## config.mk

```make
export PLATFORM = sky130hd
export DESIGN_NAME = expr_eval
export DESIGN_NICKNAME = d
export VERILOG_FILES = /design/src/rtl/expr_pkg.sv /design/src/rtl/expr_char_class.sv /design/src/rtl/expr_eval.sv
export SDC_FILE = /design/constraint.sdc
export NUM_CORES = 1
export LEC_CHECK = 0
export ABC_AREA = 0
export CORE_ASPECT_RATIO = 0.9
export CORE_MARGIN = 4
export CORE_UTILIZATION = 25
export DETAILED_ROUTE_END_ITERATION = 10
export GPL_TIMING_DRIVEN = 0
export HOLD_SLACK_MARGIN = 0.12
export PLACE_DENSITY = 0.4
export SYNTH_ARGS = -nofsm -noshare
export SYNTH_HDL_FRONTEND = slang
export SYNTH_SLANG_ARGS = --single-unit
```

## constraint.sdc

```tcl
create_clock -name clk -period 6.4 [get_ports clk]
set_clock_uncertainty 0.05 [all_clocks]
set_input_delay 1.6 -clock clk [delete_from_list [all_inputs] [get_ports clk]]
set_output_delay 1.6 -clock clk [all_outputs]
set_load 0.005 [all_outputs]
```

## src/rtl/expr_pkg.sv

```systemverilog
// Shared definitions for the streaming expression evaluator.
//   - ASCII constants for the characters the grammar accepts
//   - one-hot parser state encoding
//   - character-class enum produced by the classifier
package expr_pkg;

    localparam logic [7:0] CH_0     = 8'h30;
    localparam logic [7:0] CH_9     = 8'h39;
    localparam logic [7:0] CH_PLUS  = 8'h2B;
    localparam logic [7:0] CH_MINUS = 8'h2D;
    localparam logic [7:0] CH_STAR  = 8'h2A;

    typedef enum logic [2:0] {
        S_DIGIT = 3'b001,   // expecting a digit
        S_OP    = 3'b010,   // expecting an operator
        S_ERR   = 3'b100    // absorbing syntax-error state
    } state_e;

    typedef enum logic [1:0] {
        CC_DIGIT  = 2'd0,
        CC_ADDSUB = 2'd1,
        CC_MUL    = 2'd2,
        CC_BAD    = 2'd3
    } char_class_e;

endpackage

```

## src/rtl/expr_char_class.sv

```systemverilog
// Combinational character classifier.
// Ports:
//   ch_i     in  8  ASCII character
//   cls_o    out    class of the character (digit, +/-, *, anything else)
//   digit_o  out 4  numeric value when the character is a digit, else 0
module expr_char_class
    import expr_pkg::*;
(
    input  logic [7:0]  ch_i,
    output char_class_e cls_o,
    output logic [3:0]  digit_o
);

    always_comb begin
        cls_o   = CC_BAD;
        digit_o = 4'd0;
        if (ch_i >= CH_0 && ch_i <= CH_9) begin
            cls_o   = CC_DIGIT;
            // '0'..'9' are 0x30..0x39, so the low nibble is the value
            digit_o = ch_i[3:0];
        end else if (ch_i == CH_PLUS || ch_i == CH_MINUS) begin
            cls_o = CC_ADDSUB;
        end else if (ch_i == CH_STAR) begin
            cls_o = CC_MUL;
        end
    end

endmodule

```

## src/rtl/expr_eval.sv

```systemverilog
// Streaming evaluator for single-digit expressions: digit (op digit)*,
// op in {+,-,*}, '*' binding tighter than '+'/'-'. The running value is
// published after every accepted digit; all outputs are registered.
// Ports:
//   clk           in      clock, rising edge
//   clr           in      asynchronous active-high reset
//   in            in   8  ASCII character
//   in_valid      in      character on `in` is consumed this cycle
//   result        out  W  signed value of the expression so far (wraps)
//   result_valid  out     prefix so far is a complete legal expression
//   err           out     sticky syntax error, cleared only by clr
//   ops_seen      out  8  operators accepted, saturating at 255
module expr_eval
    import expr_pkg::*;
#(
    parameter int W = 16
) (
    input  logic                clk,
    input  logic                clr,
    input  logic [7:0]          in,
    input  logic                in_valid,
    output logic signed [W-1:0] result,
    output logic                result_valid,
    output logic                err,
    output logic [7:0]          ops_seen
);

    char_class_e cls;
    logic [3:0]  digit;

    expr_char_class u_cc (
        .ch_i    (in),
        .cls_o   (cls),
        .digit_o (digit)
    );

    state_e state_q, state_d;

    // sum_q holds the completed additive terms; term_q is the product
    // currently being built, applied with sign_q (1 = subtract).
    logic signed [W-1:0] sum_q, sum_d;
    logic signed [W-1:0] term_q, term_d;
    logic                sign_q, sign_d;
    logic                mul_pend_q, mul_pend_d;
    logic signed [W-1:0] result_q, result_d;
    logic                rv_q, rv_d;
    logic                err_q, err_d;
    logic [7:0]          ops_q, ops_d;

    logic signed [W-1:0] digit_s;
    logic signed [W-1:0] product;
    logic signed [W-1:0] term_n;

    // Single W x 4 multiplier; the low W bits of the product are the
    // wrapped result regardless of signedness.
    assign digit_s = $signed({{(W-4){1'b0}}, digit});
    assign product = term_q * digit_s;
    assign term_n  = mul_pend_q ? product : digit_s;

    // State register
    always_ff @(posedge clk or posedge clr) begin
        if (clr) state_q <= S_DIGIT;
        else     state_q <= state_d;
    end

    // Next-state logic
    always_comb begin
        state_d = state_q;
        if (in_valid) begin
            case (state_q)
                S_DIGIT: state_d = (cls == CC_DIGIT) ? S_OP : S_ERR;
                S_OP:    state_d = (cls == CC_ADDSUB || cls == CC_MUL) ? S_DIGIT : S_ERR;
                default: state_d = S_ERR;
            endcase
        end
    end

    // Datapath / output next values
    always_comb begin
        sum_d      = sum_q;
        term_d     = term_q;
        sign_d     = sign_q;
        mul_pend_d = mul_pend_q;
        result_d   = result_q;
        rv_d       = rv_q;
        err_d      = err_q;
        ops_d      = ops_q;
        if (in_valid) begin
            case (state_q)
                S_DIGIT: begin
                    if (cls == CC_DIGIT) begin
                        result_d   = sign_q ? (sum_q - term_n) : (sum_q + term_n);
                        term_d     = term_n;
                        mul_pend_d = 1'b0;
                        rv_d       = 1'b1;
                    end else begin
                        err_d = 1'b1;
                        rv_d  = 1'b0;
                    end
                end
                S_OP: begin
                    if (cls == CC_ADDSUB) begin
                        // Fold the finished term into the sum, then start a new one
                        sum_d  = sign_q ? (sum_q - term_q) : (sum_q + term_q);
                        sign_d = (in == CH_MINUS);
                        term_d = '0;
                        rv_d   = 1'b0;
                        ops_d  = (ops_q == 8'hFF) ? ops_q : ops_q + 8'd1;
                    end else if (cls == CC_MUL) begin
                        mul_pend_d = 1'b1;
                        rv_d       = 1'b0;
                        ops_d      = (ops_q == 8'hFF) ? ops_q : ops_q + 8'd1;
                    end else begin
                        err_d = 1'b1;
                        rv_d  = 1'b0;
                    end
                end
                default: ;  // S_ERR absorbs everything until clr
            endcase
        end
    end

    always_ff @(posedge clk or posedge clr) begin
        if (clr) begin
            sum_q      <= '0;
            term_q     <= '0;
            sign_q     <= 1'b0;
            mul_pend_q <= 1'b0;
            result_q   <= '0;
            rv_q       <= 1'b0;
            err_q      <= 1'b0;
            ops_q      <= 8'd0;
        end else begin
            sum_q      <= sum_d;
            term_q     <= term_d;
            sign_q     <= sign_d;
            mul_pend_q <= mul_pend_d;
            result_q   <= result_d;
            rv_q       <= rv_d;
            err_q      <= err_d;
            ops_q      <= ops_d;
        end
    end

    assign result       = result_q;
    assign result_valid = rv_q;
    assign err          = err_q;
    assign ops_seen     = ops_q;

endmodule

```

==> results of run 1 <==
[Yosys cell counts, types with 4 or more instances]
cell type	count
nand2_1	97
inv_1	70
ha_1	65
dfrtp_1	62
o21ai_0	59
xnor2_1	45
a21oi_1	40
and2_1	38
nor2_1	32
fa_1	26
xor2_1	21
clkbuf_1	19
nor3_1	14
a21o_1	13
nand2b_1	12
o21a_1	9
a211oi_1	8
o21ai_1	8
a31oi_1	7
a22o_1	6
and3_1	6
nand4_1	6
o31ai_1	6
buf_2	5
mux2i_1	5
nand3_1	5
nand3b_1	5
nor2b_1	5
o21bai_1	5
a211o_1	4
buf_6	4
mux2_2	4
nor4_1	4
or3_1	4
[worst reg2reg max path: cells and delay by family, from the launching register on]
| family | cells | cell delay [ns] |
|---|---|---|
| adder cells (fa/ha/maj) | 5 | 1.84 |
| flip-flops | 1 | 0.53 |
| XOR/XNOR | 2 | 0.37 |
| AO/OA/AOI/OAI | 8 | 1.34 |
| AND/OR/NAND/NOR | 4 | 1.10 |
| buffers and inverters | 5 | 0.35 |
[state kept, by name, summed over array words and instances (netlist names)]
signal	flops
err	1
mul_pend_q	1
ops_seen	8
result	16
result_valid	1
sign_q	1
state_q	3
sum_q	16
term_q	16
[cell usage in the layout (no fill, tap or decap), types with 7 or more instances in the layout]
| cell type | netlist | final |
|---|---|---|
| nand2_1 | 97 | 94 |
| dfrtp_1 | 62 | 62 |
| inv_1 | 70 | 60 |
| buf_4 | 1 | 47 |
| o21ai_0 | 59 | 46 |
| ha_1 | 65 | 46 |
| xnor2_1 | 45 | 41 |
| and2_1 | 38 | 32 |
| a21oi_1 | 40 | 30 |
| clkdlybuf4s50_1 | 0 | 29 |
| nor2_1 | 32 | 28 |
| fa_1 | 26 | 25 |
| ha_4 | 0 | 18 |
| clkbuf_1 | 19 | 17 |
| o21ai_1 | 8 | 17 |
| xor2_1 | 21 | 15 |
| buf_6 | 4 | 15 |
| a21o_1 | 13 | 13 |
| nor3_1 | 14 | 13 |
| nand2b_1 | 12 | 12 |
| inv_2 | 1 | 10 |
| o21a_1 | 9 | 9 |
| clkbuf_16 | 0 | 9 |
| a21oi_2 | 0 | 7 |
| and2_4 | 0 | 7 |
[layer usage]
layer,track usage [%],wire (um),share of wire (%)
met5,0,0,0
met2,20.4,8440,43
met1,20.3,10500,54
met3,1.98,565,2.9
met4,1.96,45,0.23
[repair_timing]
item / 4_1_cts / 5_1_grt
setup buffers: 56 / 10
endpoints found under the setup margin: 18 / 11
resized for setup: 141 / 29
pin swaps: 63 / 64
[logic make-up after synthesis]
logic type | count (synthesis) | synth area share [%]
fa+ha+maj | 91 | 19.9
simple gates | 250 | 19.9
compound gates | 196 | 19.1
mux | 10 | 1.63
buf+inv | 105 | 6.92
flops | 63 | 23.6
xor+xnor | 67 | 8.97
[metrics by stage]
step           hold WS (ns)  setup TNS, ns
2_1_floorplan         0.400          -2.20
3_3_place_gp          0.400         -22.19
3_5_place_dp          0.405         -21.27
4_1_cts               0.423          -3.23
5_1_grt               0.444          -4.84
6_report              0.413          -3.49
[how the worst max path moves through the flow]
stage,from,end,depth (start not counted)
6_report,in[7],result[15],26
5_1_grt,in[7],result[14],27
4_1_cts,in[6],result[14],27
3_5_place_dp,in[2],result[15],26
3_3_place_gp,in[2],result[15],26
2_1_floorplan,in[6],result[15],27
[cell type report]
class                      instances  area, um^2
clock buffer                      13         260
timing repair buffer              93         832
sequential                        63        1580
buffer                            29         199
inverter                          72         273
clock inverter                     3        65.1
multi-input combinational        614        5360
tap                              348         435
fill                            2793       17200
[report_power, final]
group / switching [mW] / internal [mW] / total [mW]
combinational: 0.0527 / 0.0496 / 0.102
sequential: 0.00217 / 0.401 / 0.403
clock: 0.183 / 0.362 / 0.545
total: 0.238 / 0.813 / 1.05
==> metrics.md, run 1 <==
| Metric | Value |
|---|---|
| Outcome | `finished with violations` |
| Failing checks | `setup timing` |
| RD Place Congestion | `approximately 0.75` |
| DIE HEIGHT | `around 160 um` |
| Worst r2r dst | `result[14]` |
| Worst Reg2Reg Path Length in Cells | `24` |
| Routed WL | `19500 um` |
| Top cells by area, synth | `dfrtp_1 23%, ha_1 12%, fa_1 7.8%` |
| Hold Path Class | `flip-flop to flip-flop` |
| Reg2reg start | `term_q[1]` |
| Via density | `around 4.6` |
| Setup violations, final | `8` |
| First-pass GRT wire length | `between 30000 and 40000 um` |
| Final worst setup slack | `-0.634 ns` |
| CP top delay family | `adder cells` |
| Post-synth EDFFs | `0` |
| Worst-Margin Slew | `about 1.1 ns` |
| CTS H-tree depth | `3` |
| Min-Delay Endpoint | `err` |
| Worst Path Required | `6.56 ns` |
| Async S/R FF share, synth | `100%` |
| Crit Path Class | `input port to flip-flop` |
| Max incr delay on CP | `0.47 ns` |
| Synth Flop Type | `dfrtp_1` |
| Final Util | `34.4%` |
| CP max-delay cell | `fa_1` |
| Site row count | `between 50 and 60` |
| Period utilisation layout | `110%` |
| Worst hold stages | `1` |
| CTS Buf Count | `9` |
| Leak | `slightly below 4 nW` |
| 1st-iter DRT viols | `between 300 and 400` |
| GRT Total Usage | `around an eighth` |
| PD cells | `approximately 120 nW/um^2` |
| Crit path time final | `7.03 ns` |
| FF+latch count, synth | `between 60 and 70` |
| Dominant cell type by area after synthesis | `dfrtp_1` |
| Design area | `9010 um^2` |
| Dpl cell area | `7590 um^2` |
| Ant diodes | `0` |
| Vias | `approximately 5700` |
| WP buf/inv | `6` |
| Synth top area share | `a little under a quarter` |
| Crit. End Element | `flip-flop` |
| WL/cell | `15.8 um` |
| Clock-pin slew on the worst setup and hold paths | `about 0.060 ns` |
| Syn_nets | `approximately 880` |
| Seq/Total Area, Yosys | `a little under a quarter` |
| P&R area growth vs syn | `34.5%` |
| Root buffer cell | `clkbuf_16` |
| Tot Pwr | `between 1 and 1.5 mW` |
| Total number of yosys warnings | `0` |
| Initial antenna violation count | `0` |
| Final nets | `about 1000` |
| Dpl cells | `1166` |
| Hold Fails Final Rpt | `0` |
| Overflow after GRT | `0` |
| Dpl hpwl | `between 10000 and 15000 um` |
| Proportion of layout cells with a drive suffix above 1 | `about a quarter` |
| Startpoint Class | `input port` |
| Yosys cell types | `82` |
| Hold buffers post-CTS | `0` |
| WP data arrival | `a little over 7 ns` |
| Non-Filler Instances | `1235` |
| Post-route ant nets | `0` |
| # IOs | `37` |
| Largest net degree at the start of global routing | `between 60 and 70` |
| Initial Utilization | `between 20% and 30%` |
| Worst-path maximum fanout | `6` |
| Vias in the first global route | `about 5700` |
| RSZ-0062 raised after global routing | `true` |
| Max VDD drop | `around 0.080 mV` |
| DRT Pass-1 Iters | `4` |
| DIE WIDTH | `180 um` |
| DIE AREA | `29500 um^2` |
| CTS tree | `done` |
| Dpl ws | `-2.30 ns` |
| Mapped Area | `approximately 6700 um^2` |
| Residual DRC count | `0` |
| Fmax | `about 140 MHz` |
| Hold wc startpoint | `err` |
| Core area | `roughly 26000 um^2` |
| Final slew viol count | `0` |
| CTS Buffer Depth | `2` |
| Clk_lat worst skew | `approximately 0.33 ns` |
| IO buf count | `36` |
| Syn Inst Count | `a little under 800` |
| CTS Sinks | `63` |
| R2r setup slk | `slightly below 0.7 ns` |
| Syn avg cell area | `8.56 um^2` |
| Max Cap Viol | `0` |
| Max_slew headroom | `between 20% and 30%` |
(Power assumes the default switching activity.)
==> run 2: changes to the inputs <==
--- a/config.mk
+++ b/config.mk
@@ -6,6 +6,7 @@
 export NUM_CORES = 1
 export LEC_CHECK = 0
 export ABC_AREA = 0
+export ABC_CLOCK_PERIOD_IN_PS = 6400
 export CORE_ASPECT_RATIO = 0.9
 export CORE_MARGIN = 4
 export CORE_UTILIZATION = 25
==> results of run 2 <==
No change in the layout: final DEF, timing and power equal those of run 1.
==> variant (flow settings as in run 2) <==
Set the parameter `W` to 32 (it was 16).
--- a/src/rtl/expr_eval.sv
+++ b/src/rtl/expr_eval.sv
@@ -13,7 +13,7 @@
 module expr_eval
     import expr_pkg::*;
 #(
-    parameter int W = 16
+    parameter int W = 32
 ) (
     input  logic                clk,
     input  logic                clr,
Interface: changed (resized result); port bits go from 37 to 53. No check against the original RTL was run, so the function may have changed too.
==> variant against run 2 <==
- the flow still finishes with violations (negative setup slack)
- worst setup slack got worse by 970 ps
- maximum frequency fell by 12%
- via count rose by 120%
- count of clock-buffer cells in the layout fell by 1
- area after synthesis rose by 100%
- first-iteration DRC count rose by 130%
- synthesized cell count rose by 120%
- core utilization fell by 1.7 points
- cell area rose by 93%
- routed wire length rose by 140%
- power rose by 55%
- sequential cell count rose by 48
- largest cell class unchanged
- highest routed layer unchanged
==> variant: results (changes against run 2) <==
| Metric | Value |
|---|---|
| Setup TNS | -22410 ps (was -3491 ps) |
| Pint | 1.170 mW (was 812.6 uW) |
| Dpl ws | -3573 ps (was -2296 ps) |
| R2R Path Start | term_q[3]$_DFFE_PP0P_ (was term_q[1]$_DFFE_PP0P_) |
| Crit-path max FO | 10 (was 6) |
| Peak VDD IR | 135.8 uV (was 80.32 uV) |
| Met2 routed WL | 21.02 mm (was 8.443 mm) |
| Port buffer count | 52 (was 36) |
| GRT met3 Usage | 1.856% (was 1.982%) |
| RePlAce Congestion | 0.8418 (was 0.7465) |
| Placed instance count | 2433 (was 1166) |
| Yosys cell types | 84 (was 82) |
| Data arrival, critical path | 8220 ps (was 7190 ps) |
| Status | finished, violations left (unchanged) |
| Setup Buffers After CTS | 65 (was 56) |
| Lkg Pwr | 7.765 nW (was 3.885 nW) |
| Met2 Use GR | 25.67% (was 20.41%) |
| Sequential area share after synthesis | 20.66% (was 23.57%) |
| Worst R2R Path Depth | 29 (was 24) |
| Global-route wire length before repair | 74.42 mm (was 31.66 mm) |
| Drt wl/cell | 18.51 um (was 15.82 um) |
| Measured slew at the worst slew-check pin | 1063 ps (was 1116 ps) |
| Final worst slack | -1608 ps (was -634.2 ps) |
| R2R Path End | result[31]$_DFFE_PP0P_ (was result[14]$_DFFE_PP0P_) |
| Detailed-route via count | 12400 (was 5740) |
| Hold slack | 409.0 ps (was 413.1 ps) |
| Layout cell share with drive strength beyond 1 | 19.30% (was 24.35%) |
| Detailed Routing Iterations Pass 1 | 5 (was 4) |
| Logic pwr share | 17.3% (was 9.7%) |
| Final setup fails | 23 (was 8) |
| Area contributors post-synth | dfrtp_1 20%, ha_1 12%, fa_1 8.6%, xnor2_1 5.1%, o21ai_0 5.1% (was dfrtp_1 23%, ha_1 12%, fa_1 7.8%, xnor2_1 5.9%, nand2_1 5.4%) |
| Post-synth net total | 1881 (was 884) |
| Failing checks | negative setup slack (unchanged) |
| Met1 Wirelength | 23.95 mm (was 10.48 mm) |
| Dpl hpwl | 36.76 mm (was 14.58 mm) |
| Metal3 WL | 1.300 mm (was 565 um) |
| Largest net degree at the start of global routing | 73 (was 64) |
| Clk_lat worst skew | 390 ps (was 330 ps) |
| Avg Cell Area, Syn | 7.990 um^2 (was 8.560 um^2) |
| Placed Area | 0.01533 mm^2 (was 0.007586 mm^2) |
| Cells resized by post-CTS repair | 175 (was 141) |
| Syn. warnings | 0 (unchanged) |
| Worst R2R Setup Slack | -410 ps (was 680 ps) |
| Routing usage on met1 | 24.81% (was 20.31%) |
| Power Clock | 642 uW (was 545 uW) |
| Drt first-iter violations | 797 (was 341) |
| Total GRT Usage | 16.37% (was 13.35%) |
## variant: worst max-delay path: cells and delay by family
family	cells	cell delay (ps)
AO/OA/AOI/OAI	10	1950
adder cells (fa/ha/maj)	5	1640
AND/OR/NAND/NOR	7	1310
buffers and inverters	8	890
XOR/XNOR	2	450
multiplexers	1	360
## variant: worst max path at each step
| stage | from | end | slack, ps | depth (start not counted) |
|---|---|---|---|---|
| 4_1_cts | in[6] | result[31]$_DFFE_PP0P_ | -1590 | 33 |
| 3_3_place_gp | in[1] | result[31]$_DFFE_PP0P_ | -3620 | 30 |
| 5_1_grt | in[1] | result[31]$_DFFE_PP0P_ | -1900 | 33 |
| 6_report | in[1] | result[31]$_DFFE_PP0P_ | -1610 | 33 |
| 3_5_place_dp | in[1] | result[31]$_DFFE_PP0P_ | -3570 | 30 |
| 2_1_floorplan | in[6] | result[31]$_DFFE_PP0P_ | -1360 | 32 |
## variant: cell type report
| cell class | count | area (um^2) |
|---|---|---|
| Fill cell | 5611 | 35770 |
| Multi-Input combinational cell | 1329 | 11000 |
| Sequential cell | 111 | 2779 |
| Timing Repair Buffer | 132 | 1245 |
| Tap cell | 697 | 872.1 |
| Buffer | 84 | 594.3 |
| Inverter | 152 | 575.6 |
| Clock buffer | 12 | 266.5 |
| Clock inverter | 4 | 52.55 |
| Antenna cell | 1 | 2.502 |
## variant: kinds of logic (layout without fill, tap and decap cells)
kind of cell | after synthesis | after routing | share of synthesized area, %
compound gates | 426 | 426 | 19.76
xor+xnor | 139 | 139 | 9.155
fa+ha+maj | 187 | 187 | 20.64
buf+inv | 243 | 384 | 7.238
flops | 111 | 111 | 20.66
mux | 17 | 17 | 1.572
other cells | 0 | 1 | 0
simple gates | 560 | 560 | 20.97
